[src/rtl/stream_hs_pkg.sv]
// Shared sizing helpers for the stream-to-handshake FIFO slice.
// Pointers carry one extra wrap bit so that full and empty can be told apart.
package stream_hs_pkg;

    function automatic int ptr_w(input int depth);
        return $clog2(depth) + 1;
    endfunction

    function automatic int lvl_w(input int depth);
        return $clog2(depth + 1);
    endfunction

    function automatic bit depth_ok(input int depth);
        return (depth >= 2) && ((depth & (depth - 1)) == 0);
    endfunction

endpackage

[src/rtl/stream_hs_fifo_mem.sv]
// FIFO storage: DEPTH x DATA_WIDTH register array with one synchronous write
// port and one asynchronous read port. Contents are deliberately not reset.
module stream_hs_fifo_mem
    import stream_hs_pkg::*;
#(
    parameter int DATA_WIDTH = 64,
    parameter int DEPTH      = 4
) (
    input  logic                          clk,
    input  logic                          wr_en,
    input  logic [ptr_w(DEPTH)-2:0]       wr_addr,
    input  logic [DATA_WIDTH-1:0]         wr_data,
    input  logic [ptr_w(DEPTH)-2:0]       rd_addr,
    output logic [DATA_WIDTH-1:0]         rd_data
);

    logic [DATA_WIDTH-1:0] mem [DEPTH];

    always_ff @(posedge clk) begin
        if (wr_en) begin
            mem[wr_addr] <= wr_data;
        end
    end

    assign rd_data = mem[rd_addr];

endmodule

[src/rtl/stream_to_hs_fifo.sv]
// AXI-Stream to ap_hs adapter with a DEPTH-entry FIFO in between.
// Optional occupancy output `level` is enabled by defining STREAM_TO_HS_LEVEL_EN.
module stream_to_hs_fifo
    import stream_hs_pkg::*;
#(
    parameter int DATA_WIDTH = 64,
    parameter int DEPTH      = 4
) (
    input  logic                      clk,
    input  logic                      aresetn,
    input  logic [DATA_WIDTH-1:0]     inStream_tdata,
    input  logic                      inStream_tvalid,
    output logic                      inStream_tready,
    output logic [DATA_WIDTH-1:0]     out_hs,
    output logic                      out_hs_ap_vld,
    input  logic                      out_hs_ap_ack
`ifdef STREAM_TO_HS_LEVEL_EN
    ,
    output logic [lvl_w(DEPTH)-1:0]   level
`endif
);

    localparam int PW = ptr_w(DEPTH);
    localparam int AW = PW - 1;

    generate
        if (!depth_ok(DEPTH)) begin : g_depth_check
            $error("stream_to_hs_fifo: DEPTH must be a power of two >= 2");
        end
    endgenerate

    logic [PW-1:0] wr_ptr;
    logic [PW-1:0] rd_ptr;
    logic          init_done;
    logic          empty;
    logic          full;
    logic          push;
    logic          pop;

    assign empty = (wr_ptr == rd_ptr);
    assign full  = (wr_ptr[AW] != rd_ptr[AW]) && (wr_ptr[AW-1:0] == rd_ptr[AW-1:0]);

    // init_done keeps tready low until the first edge after reset release.
    assign inStream_tready = init_done && !full;
    assign out_hs_ap_vld   = !empty;

    assign push = inStream_tvalid && inStream_tready;
    assign pop  = out_hs_ap_vld && out_hs_ap_ack;

    always_ff @(posedge clk or negedge aresetn) begin
        if (!aresetn) begin
            wr_ptr    <= '0;
            rd_ptr    <= '0;
            init_done <= 1'b0;
        end else begin
            init_done <= 1'b1;
            if (push) begin
                wr_ptr <= wr_ptr + PW'(1);
            end
            if (pop) begin
                rd_ptr <= rd_ptr + PW'(1);
            end
        end
    end

    stream_hs_fifo_mem #(
        .DATA_WIDTH (DATA_WIDTH),
        .DEPTH      (DEPTH)
    ) u_mem (
        .clk     (clk),
        .wr_en   (push),
        .wr_addr (wr_ptr[AW-1:0]),
        .wr_data (inStream_tdata),
        .rd_addr (rd_ptr[AW-1:0]),
        .rd_data (out_hs)
    );

`ifdef STREAM_TO_HS_LEVEL_EN
    localparam int LW = lvl_w(DEPTH);

    always_ff @(posedge clk or negedge aresetn) begin
        if (!aresetn) begin
            level <= '0;
        end else begin
            case ({push, pop})
                2'b10:   level <= level + LW'(1);
                2'b01:   level <= level - LW'(1);
                default: level <= level;
            endcase
        end
    end
`endif

endmodule

[config.mk]
export PLATFORM = sky130hd
export DESIGN_NAME = stream_to_hs_fifo
export DESIGN_NICKNAME = d
export VERILOG_FILES = /design/src/rtl/stream_hs_pkg.sv /design/src/rtl/stream_hs_fifo_mem.sv /design/src/rtl/stream_to_hs_fifo.sv
export SDC_FILE = /design/constraint.sdc
export NUM_CORES = 1
export LEC_CHECK = 0
export CAP_MARGIN = 10
export CORE_MARGIN = 3
export CORE_UTILIZATION = 54
export DETAILED_ROUTE_END_ITERATION = 12
export PLACE_DENSITY_LB_ADDON = 0.3
export SYNTH_ARGS = -nofsm -noshare
export SYNTH_HDL_FRONTEND = slang
export SYNTH_SLANG_ARGS = --single-unit
[constraint.sdc]
create_clock -name clk -period 6.6 [get_ports clk]
set_clock_uncertainty 0.1 [all_clocks]
set_input_delay 1.32 -clock clk [delete_from_list [all_inputs] [get_ports clk]]
set_output_delay 1.32 -clock clk [all_outputs]
set_load 0.01 [all_outputs]
-- Word level (Yosys, flattened, before mapping)
Memories as Yosys holds them, arrays and structs flattened.
Index checks and enable logic that the tools add are counted.
- add/sub/neg operators: 2
- equality and inequality tests: 3
- reduce and logical (&&, ||, !) cells: 6
- multiplexer cells: 2
- operators by type and width (kind ; count):
    $add A3 B1 Y3 const B ; 2
    $logic_and A1 B1 Y1 ; 4
    $eq A3 B3 Y1 ; 1
    $eq A2 B2 Y1 ; 1
    $logic_not A1 Y1 ; 2
    $mux W1 ; 2
    $ne A1 B1 Y1 ; 1
- input bits: 68
- bits in writable memories: 256
- output and inout bits: 66
- memories kept: 1
- logic and storage cells: 17
- bits in registers: 7
- memories (memory ; words ; bits a word ; rd ports ; clocked after Yosys merged registers in ; write ports ; line ; text):
    u_mem.mem ; 4 ; 64 ; 1 ; 0 ; 1 ; stream_hs_fifo_mem.sv:17 ; logic [DATA_WIDTH-1:0] mem [DEPTH];

-- Longest topological paths before layout
Gate-level depths: netlist (run 1).
- depth in word-level cells: 7
- mapped depth: 4
- mapped depth without buffers: 4

-- Modules after synthesis
From an unflattened synthesis (run 1), not the netlist that was laid out.
- cells, all modules: 371
- area total of the unflattened synthesis: 9730.6 sq um
- by module, submodules not included (module ; seq. area each (sq um) ; area an instance (sq um) ; cells an instance ; times used):
    stream_hs_fifo_mem ; 7687.4 ; 9341.5 ; 338 ; 1
    stream_to_hs_fifo ; 175.2 ; 389.1 ; 33 ; 1

-- Worst setup path after synthesis (run 1)
Ideal clock, no wire load.
- path kind: input port to flip-flop
- start: input inStream_tvalid
- end: memory u_mem.mem[3][0], enable pin
- path slack: 1.416 ns
- required time: 5.993 ns
- cell stages on the path: 2
- arrival: 4.577 ns
- library setup time: 0.507 ns
- buffers on the path: 0
- cells stage by stage: nand3_1 -> a21oi_1
- cells in the longest elaborated chain, start to end: 3
- RTL lines (element ; line ; text):
    from (decl) ; stream_to_hs_fifo.sv:12 ; input logic inStream_tvalid,
    $logic_and A1 B1 Y1 ; stream_to_hs_fifo.sv:47 ; assign push = inStream_tvalid && inStream_tready;
    $mux W1 ; stream_hs_fifo_mem.sv:20 ; if (wr_en) begin
    $mux W1 (not written as such) ; stream_hs_fifo_mem.sv:21 ; mem[wr_addr] <= wr_data;
    to (decl) ; stream_hs_fifo_mem.sv:17 ;
No other way between the ends.

-- Worst setup path in the final report (run 1)
- start: register rd_ptr[0]
- end: output out_hs[19]
- cells in the longest elaborated chain, start to end: 1
- RTL lines (element ; line ; text):
    from (decl) ; stream_to_hs_fifo.sv:33 ; logic [PW-1:0] rd_ptr;
    from (signal assigned) ; stream_to_hs_fifo.sv:61 ; rd_ptr <= rd_ptr + PW'(1);
    $mem_v2 Z4 W64 ; n/a ;
    to (decl) ; stream_to_hs_fifo.sv:14 ; output logic [DATA_WIDTH-1:0] out_hs,
No other way between the ends.

==> results.json, run 1 <==
{
  "status": "finished clean",
  "postSynthAreaPerCell_um2": 25.9,
  "clock_path_buffers": 3,
  "crit_required_ps": 5180,
  "fp.coreArea_um2": 17500,
  "fin_total_pwr_mw": 5.19,
  "regToRegSetupSlack_ps": 3160,
  "worstRegToRegCells": 4,
  "wire_per_inst_um": 22.3,
  "cts_root_buf": "clkbuf_16",
  "fin_crit_ps": 4620,
  "synthTopCellsByArea": "edfxtp_1, mux4_2, dfrtp_1",
  "syn_inst": 377,
  "fp-row-count": 48,
  "cp_max_fo": 54,
  "grt_pass1_vias": 4800,
  "cts_sinks": 263,
  "slew_headroom": 0.286,
  "worstPathArrival_ps": 3200,
  "die_h_um": 140,
  "antenna_found_initial": 0,
  "hold_path_depth": 1,
  "numPortBuffers": 133,
  "layout-drive-gt1-share": 0.212,
  "die-width_um": 140,
  "async_flop_share": 0.0266,
  "setup_violations": 0,
  "synthToLayoutAreaGrowth_pct": 24.2,
  "ir_worst_vdd_mv": 0.287,
  "worstSetupEndpointType": "output pin",
  "firstDrtPassIters": 4,
  "r2r-start": "rd_ptr[0]",
  "syn-cell-area_um2": 9750,
  "postCtsSetupBuffers": 0,
  "gr-usage-all-layers": 0.176,
  "placed_area_um2": 11300,
  "tightest_slew_ps": 1070,
  "worstSkewPairLatency_ps": 510,
  "power_per_cell_area_nw_per_um2": 429,
  "cts_tree": "built",
  "grt_max_degree": 69,
  "synth_enable_flop_cells": 256,
  "synthDistinctLibCells": 29,
  "r2r-end": "u_mem.mem[3][48]",
  "ys_seq_elements": 263,
  "finalCritPeriodShare": 0.700,
  "die_area_um2": 19700,
  "ys_top_cells_by_count": "edfxtp_1, mux4_2, buf_2, dfrtp_1",
  "rsz0062_at_grt": "no",
  "dp_hpwl_mm": 9.53,
  "yosysSeqAreaShare": 0.806,
  "start_kind": "flip-flop",
  "start_util": 0.558,
  "num_antenna_cells": 0,
  "clk_pin_slew_ps": 60,
  "postCtsHoldBufs": 0,
  "vias": 4409,
  "gp_congestion": 0.713,
  "cts_resized": 0,
  "final_cell_area_um2": 12100,
  "synth_top_area_share": 0.788,
  "maxCapViolCount": 0,
  "vias_per_cell": 5.74,
  "slew_viol_final": 0,
  "ys_warn_count": 0,
  "gr-total-overflow": 0,
  "holdPathEnd": "wr_ptr[2]",
  "drc_errors": 0,
  "num-nets-final": 599,
  "cts_made_buffers": 27,
  "max_freq_mhz": 217,
  "layout_setup_ws_ps": 1980,
  "finalWirelength_mm": 17.2,
  "cts.htree.levels": 1,
  "final_hold_viol_count": 0,
  "place_ws_ps": 2400,
  "tns_ps": 0,
  "synth_nets": 450,
  "leakagePower_nw": 3.89,
  "yosys_most_used_dff": "edfxtp_1",
  "hold_start": "wr_ptr[2]",
  "synth_most_common_cell": "edfxtp_1",
  "ioPinCount": 134,
  "drtIter0Drc": 286,
  "synth_top_area_cell": "edfxtp_1",
  "ant_nets": 0,
  "grt_pass1_wl_mm": 27.1,
  "hold_path.class": "flip-flop to flip-flop",
  "worstSetupPathType": "flip-flop to output pin"
}
registers in the layout, indices dropped and copies added (netlist names):
register and count:
rd_ptr 3, u_mem.mem 256, init_done 1, wr_ptr 3
logic make-up (layout without fill, tap and decap cells):
| logic type | after synthesis | after routing | share of synthesized area |
|---|---|---|---|
| AO/OA/AOI/OAI | 9 | 9 | 0.00795 |
| XOR/XNOR | 7 | 7 | 0.00783 |
| adder cells (fa/ha/maj) | 5 | 5 | 0.00642 |
| buffers and inverters | 17 | 183 | 0.0157 |
| flip-flops | 263 | 263 | 0.806 |
| multiplexers | 66 | 66 | 0.151 |
| other | 1 | 1 | 0.000385 |
| AND/OR/NAND/NOR | 9 | 9 | 0.00488 |
final cells by class:
type	instances	area, um^2
Fill cell	1063	5370
Multi-Input combinational cell	97	1750
Sequential cell	263	7870
Clock buffer	30	687
Timing Repair Buffer	135	1350
Clock inverter	16	165
Tap cell	225	282
Inverter	2	7.51
through the flow:
step / cells / util / hold slack [ps]
finish: 768 / 0.693 / 554
global route: 768 / 0.693 / 566
CTS: 768 / 0.693 / 553
detailed placement: 722 / 0.644 / 534
global placement: 722 / 0.644 / 504
floorplan: 377 / - / 482
routing by layer:
metal	track usage	wire length, um	share of wire
met1	0.236	6720	0.39
met2	0.298	8890	0.52
met3	0.0314	1060	0.062
met4	0.0586	488	0.028
met5	0	0	0
layout by cell type (no fill, tap or decap), drive strengths merged:
cell type      instances
nor2                   2
bufinv                 3
clkdlybuf4s50        133
clkinvlp               2
clkinv                11
a41o                   1
edfxtp               256
xnor2                  4
buf                    2
xor2                   3
dfrtp                  7
o21ai                  1
mux2                   2
inv                    2
a21boi                 2
nand3                  1
ha                     5
a21oi                  1
a221o                  1
nand2                  1
conb                   1
or3                    2
o31ai                  1
mux4                  64
clkbuf                30
a211oi                 1
and2                   3
a31oi                  1
how the worst max path moves through the flow:
stage	from	slack, ps	to	cells past startpoint
after floorplan	inStream_tvalid	1420	u_mem.mem[3][0]	2
after global placement	rd_ptr[0]	2420	out_hs[14]	3
after detailed placement	rd_ptr[0]	2400	out_hs[19]	3
after CTS	rd_ptr[0]	1840	out_hs[19]	3
after global routing	rd_ptr[0]	1710	out_hs[19]	3
final	rd_ptr[0]	1980	out_hs[19]	3
critical path: stages, from the launching register on:
cell and delay, ps:
dfrtp_4 1130, buf_4 460, mux4_2 550, clkdlybuf4s50_1 500
report_power, final:
group	internal (mW)	switching (mW)	total, mW	leakage [nW]
logic	0.882	0.559	1.44	1.08
clock network	0.863	0.580	1.44	0.413
registers	2.06	0.247	2.31	2.40
total	3.80	1.39	5.19	3.89
No activity file was read; power rests on OpenSTA's default activity.
==> run 2: changes to the inputs <==
- CORE_UTILIZATION: 54 -> 49
- clock period: 6.6 -> 4.16 ns (I/O delays scaled with it)
==> results.json, run 2 (synthesized netlist as in run 1, its figures left out) <==
{
  "r2r-end": "u_mem.mem[1][6]",
  "tns_ps": 0,
  "die_area_um2": 21600,
  "layout-drive-gt1-share": 0.207,
  "cts_tree": "built",
  "worstSetupEndpointType": "output pin",
  "clockPowerShare": 0.256,
  "dpl.cell_count": 762,
  "sw_frac_of_total": 0.270,
  "gp_congestion": 0.782,
  "cts_made_buffers": 26,
  "final_hold_viol_count": 0,
  "dp_hpwl_mm": 10.4,
  "tightest_slew_ps": 1020,
  "power_per_cell_area_nw_per_um2": 663,
  "drtIter0Drc": 215,
  "max_freq_mhz": 266,
  "p_comb_frac": 0.298,
  "worstPathArrival_ps": 2830,
  "stdcell_count": 807,
  "fp-row-count": 50,
  "reg.largest.list": "u_mem.mem: 256 flops, rd_ptr: 3 flops, wr_ptr: 3 flops",
  "ir_worst_vdd_mv": 0.676,
  "largest-register": "u_mem.mem",
  "cts_resized": 0,
  "layout_setup_ws_ps": 395,
  "slew_viol_final": 0,
  "regToRegSetupSlack_ps": 1140,
  "gr-usage-all-layers": 0.162,
  "fp.coreArea_um2": 19100,
  "mostFrequentLayoutCell": "edfxtp_1",
  "final_cell_area_um2": 12200,
  "slew_headroom": 0.322,
  "status": "finished clean",
  "start_kind": "flip-flop",
  "hold_path.class": "input port to asynchronous set/reset pin",
  "p_int_mw": 5.89,
  "finalWirelength_mm": 17.3,
  "pwr-share-seq": 0.446,
  "num-nets-final": 603,
  "whs_ps": 504,
  "numPortBuffers": 133,
  "ioPinCount": 134,
  "crit_required_ps": 3230,
  "r2r-start": "rd_ptr[1]",
  "die-width_um": 147,
  "fin_crit_ps": 3760,
  "vias_per_cell": 5.43,
  "cp_max_fo": 68,
  "fillers": 1292,
  "grt_pass1_wl_mm": 27.2,
  "grt_max_degree": 69,
  "ant_nets": 0,
  "switchingPower_mw": 2.18,
  "die_h_um": 147,
  "synthToLayoutAreaGrowth_pct": 24.7,
  "worstSkewPairLatency_ps": 500,
  "maxCapViolCount": 0,
  "worstSetupPathType": "flip-flop to output pin",
  "cts_sinks": 263,
  "wire_per_inst_um": 21.4,
  "postCtsHoldBufs": 0,
  "setup_violations": 0,
  "cts.htree.levels": 1,
  "postCtsSetupBuffers": 0,
  "firstDrtPassIters": 6,
  "finalCritPeriodShare": 0.905,
  "antenna_found_initial": 0,
  "num_antenna_cells": 0,
  "clk_pin_slew_ps": 60,
  "leakagePower_nw": 3.89,
  "place_ws_ps": 867,
  "cts_root_buf": "clkbuf_16",
  "gr-total-overflow": 0,
  "worstRegToRegCells": 4,
  "start_util": 0.509,
  "largest_reg_flops": 256,
  "clock_path_buffers": 3,
  "vias": 4385,
  "grt_pass1_vias": 4848,
  "drc_errors": 0,
  "rsz0062_at_grt": "no",
  "layout_common_cells": "edfxtp_1, clkdlybuf4s50_1, mux4_2",
  "placed_area_um2": 11400
}
[run 2: stage by stage]
step                      total power [mW]   util
after floorplan                       4.97      -
after global placement                6.05  0.596
after detailed placement              6.11  0.596
after CTS                             8.18  0.635
after global routing                  8.44  0.635
final                                 8.06  0.635
[run 2: power groups by stage]
stage | combinational (mW) | sequential (mW) | clock, mW
floorplan | 1.56 | 3.40 | 0
global placement | 2.41 | 3.64 | 0
detailed placement | 2.44 | 3.67 | 0
CTS | 2.46 | 3.62 | 2.11
global route | 2.56 | 3.66 | 2.23
finish | 2.40 | 3.60 | 2.06
[run 2: final cells by class]
class                   count  area [um^2]  share of cell area
repair buffers            140         1450               0.119
clock buffers              34          702              0.0577
inverters                   2         7.51            0.000618
well taps                 260          325              0.0268
flip-flops and latches    263         7870               0.647
clock inverters            11         50.0             0.00412
multi-input cells          97         1750               0.144
[run 2: routing by layer]
layer	global-route usage	part of all wire	vias to the layer above
li1	-	-	1926
met1	0.205	0.39	2303
met2	0.287	0.53	135
met3	0.0373	0.062	21
met4	0.0396	0.015	0
met5	0	0	-
[run 2: how the worst max path moves through the flow]
| stage | from | end | slack (ps) | depth (start not counted) |
|---|---|---|---|---|
| floorplan | rd_ptr[0] | u_mem.mem[3][0] | 870 | 4 |
| global placement | rd_ptr[0] | out_hs[16] | 920 | 3 |
| detailed placement | rd_ptr[0] | out_hs[54] | 870 | 3 |
| CTS | rd_ptr[0] | out_hs[54] | 320 | 3 |
| global route | rd_ptr[1] | inStream_tready | 160 | 4 |
| finish | rd_ptr[1] | inStream_tready | 400 | 4 |
[run 2: critical path, stage by stage, from the launching register on]
cell,delay [ps]
dfrtp_4,1100
xor2_2,290
nor2_1,150
a21boi_0,210
clkdlybuf4s50_1,580
==> run 3: changes to the inputs <==
- ABC_AREA: not set -> 1
==> results.json, run 3 <==
{
  "worstSetupEndpointType": "output pin",
  "layout-drive-gt1-share": 0.0711,
  "num_antenna_cells": 0,
  "gr-total-overflow": 0,
  "yosys_most_used_dff": "edfxtp_1",
  "yosysSeqAreaShare": 0.789,
  "start_util": 0.506,
  "power_per_cell_area_nw_per_um2": 703,
  "dp_hpwl_mm": 11.0,
  "clk_pin_slew_ps": 60,
  "drc_errors": 0,
  "vias": 6055,
  "layout_common_cells": "edfxtp_1, clkdlybuf4s50_1, nor2_1",
  "grt_pass1_wl_mm": 32.6,
  "start_kind": "flip-flop",
  "synth_enable_flop_cells": 256,
  "syn-cell-area_um2": 9970,
  "synth_nets": 754,
  "reg.largest.list": "u_mem.mem: 256 flops, rd_ptr: 3 flops, wr_ptr: 3 flops",
  "crit_path_max_incr_delay_ps": 610,
  "cts.htree.levels": 1,
  "largest_reg_flops": 256,
  "ys_top_cells_by_count": "edfxtp_1, nor2_1, o21ai_0, o22ai_1, o21ai_1",
  "die-width_um": 149,
  "fp.coreArea_um2": 19700,
  "largest-register": "u_mem.mem",
  "synth_most_common_cell": "edfxtp_1",
  "cp_top_family": "buffers and inverters",
  "cp_max_fo": 67,
  "rsz0062_at_grt": "no",
  "finalWirelength_mm": 21.0,
  "maxCapViolCount": 0,
  "worstSkewPairLatency_ps": 510,
  "fin_total_pwr_mw": 8.72,
  "status": "finished clean",
  "cp_slowest_cell": "buf_4",
  "worstSetupPathType": "flip-flop to output pin",
  "drtIter0Drc": 468,
  "clock_path_buffers": 3,
  "grt_pass1_vias": 6165,
  "fin_crit_ps": 3560,
  "antenna_found_initial": 1,
  "timing.critical_path.buf_inv": 2,
  "async_flop_share": 0.0266,
  "whs_ps": 443,
  "synthToLayoutAreaGrowth_pct": 24.5,
  "vias_per_cell": 5.53,
  "numPortBuffers": 133,
  "postCtsSetupBuffers": 0,
  "cts_root_buf": "clkbuf_16",
  "cts_resized": 0,
  "synthTopCellsByArea": "edfxtp_1, nor2_1, o22ai_1",
  "max_freq_mhz": 281,
  "mostFrequentLayoutCell": "edfxtp_1",
  "hold_path.class": "flip-flop to flip-flop",
  "slew_headroom": 0.488,
  "ir_worst_vdd_mv": 0.606,
  "die_h_um": 149,
  "synthDistinctLibCells": 23,
  "die_area_um2": 22100,
  "postSynthAreaPerCell_um2": 14.6,
  "syn_inst": 681,
  "cts_made_buffers": 26,
  "leakagePower_nw": 4.10,
  "synth_top_area_share": 0.771,
  "cts_sinks": 263,
  "regToRegSetupSlack_ps": 1810,
  "postCtsHoldBufs": 0,
  "ioPinCount": 134,
  "synth_top_area_cell": "edfxtp_1",
  "setup_violations": 0,
  "crit_required_ps": 3230,
  "slew_viol_final": 0,
  "worstPathCellList": "buf_4, o21ai_0, o22ai_1, clkdlybuf4s50_1",
  "num-nets-final": 883,
  "gr-usage-all-layers": 0.186,
  "fp-row-count": 51,
  "worstPathArrival_ps": 2630,
  "firstDrtPassIters": 4,
  "wire_per_inst_um": 19.1,
  "ys_warn_count": 0,
  "grt_max_degree": 132,
  "ys_seq_elements": 263,
  "cts_tree": "built",
  "final_hold_viol_count": 0,
  "finalCritPeriodShare": 0.855,
  "gp_congestion": 0.784,
  "tightest_slew_ps": 768,
  "ant_nets": 0
}
run 3: cell types whose count changed in the layout (fill, tap and decap cells not counted), moves of 7 or more:
cell,delta
inv_1,+7
mux4_2,-64
nand2_1,+22
nor2_1,+126
o21ai_0,+70
o21ai_1,+57
o22ai_1,+64
run 3: kinds of logic (layout without fill, tap and decap cells):
| kind of cell | after synthesis | in the layout | synth area share |
|---|---|---|---|
| flops | 263 | 263 | 0.789 |
| simple gates | 165 | 165 | 0.0661 |
| compound gates | 192 | 192 | 0.104 |
| fa+ha+maj | 5 | 5 | 0.00627 |
| xor+xnor | 2 | 2 | 0.00176 |
| other cells | 1 | 1 | 0.000376 |
| buf+inv | 53 | 202 | 0.0325 |
run 3: metal layers:
metal	share of wire	track usage	wire, um	vias up
met4	0.022	0.0573	461	2
met3	0.055	0.0369	1150	38
met5	0.00043	0	9	-
li1	-	-	-	2822
met1	0.42	0.249	8850	3011
met2	0.50	0.313	10500	182
run 3: report_power, final:
part           internal (mW)  switching [mW]
Sequential              3.23          0.0890
Combinational           1.33            1.79
Clock                   1.39           0.903
run 3: path summary, 6_finish.rpt:
path | end | startpoint | cells after the start
max in group asynchronous | rd_ptr[0] | aresetn | 1
max | out_hs[63] | rd_ptr[1] | 4
min reg2reg | rd_ptr[2] | rd_ptr[2] | 2
max reg2reg | u_mem.mem[0][52] | rd_ptr[1] | 7
min in group asynchronous | wr_ptr[2] | aresetn | 1
min | rd_ptr[2] | rd_ptr[2] | 2
run 3: area by class of cell:
class | count | area, um^2
clock inverter | 11 | 101
sequential | 263 | 7870
timing repair buffer | 143 | 1490
inverter | 11 | 43.8
fill | 1402 | 7300
multi-input combinational | 365 | 1810
tap | 265 | 332
clock buffer | 37 | 763
run 3: tightest hold or removal path: stages (launching register included):
cell and delay, ps:
dfrtp_1 400, nand2_1 70, nand2_1 50
run 3: through the flow:
stage / std cells / setup WS, ps / utilization / instance area [um^2] / TNS (ps)
after floorplan: 681 / -44.6 / - / 9970 / -8560
after global placement: 1047 / 1150 / 0.586 / 11600 / 0
after detailed placement: 1047 / 1150 / 0.586 / 11600 / 0
after CTS: 1095 / 594 / 0.630 / 12400 / 0
after global routing: 1095 / 475 / 0.630 / 12400 / 0
final: 1095 / 602 / 0.630 / 12400 / 0
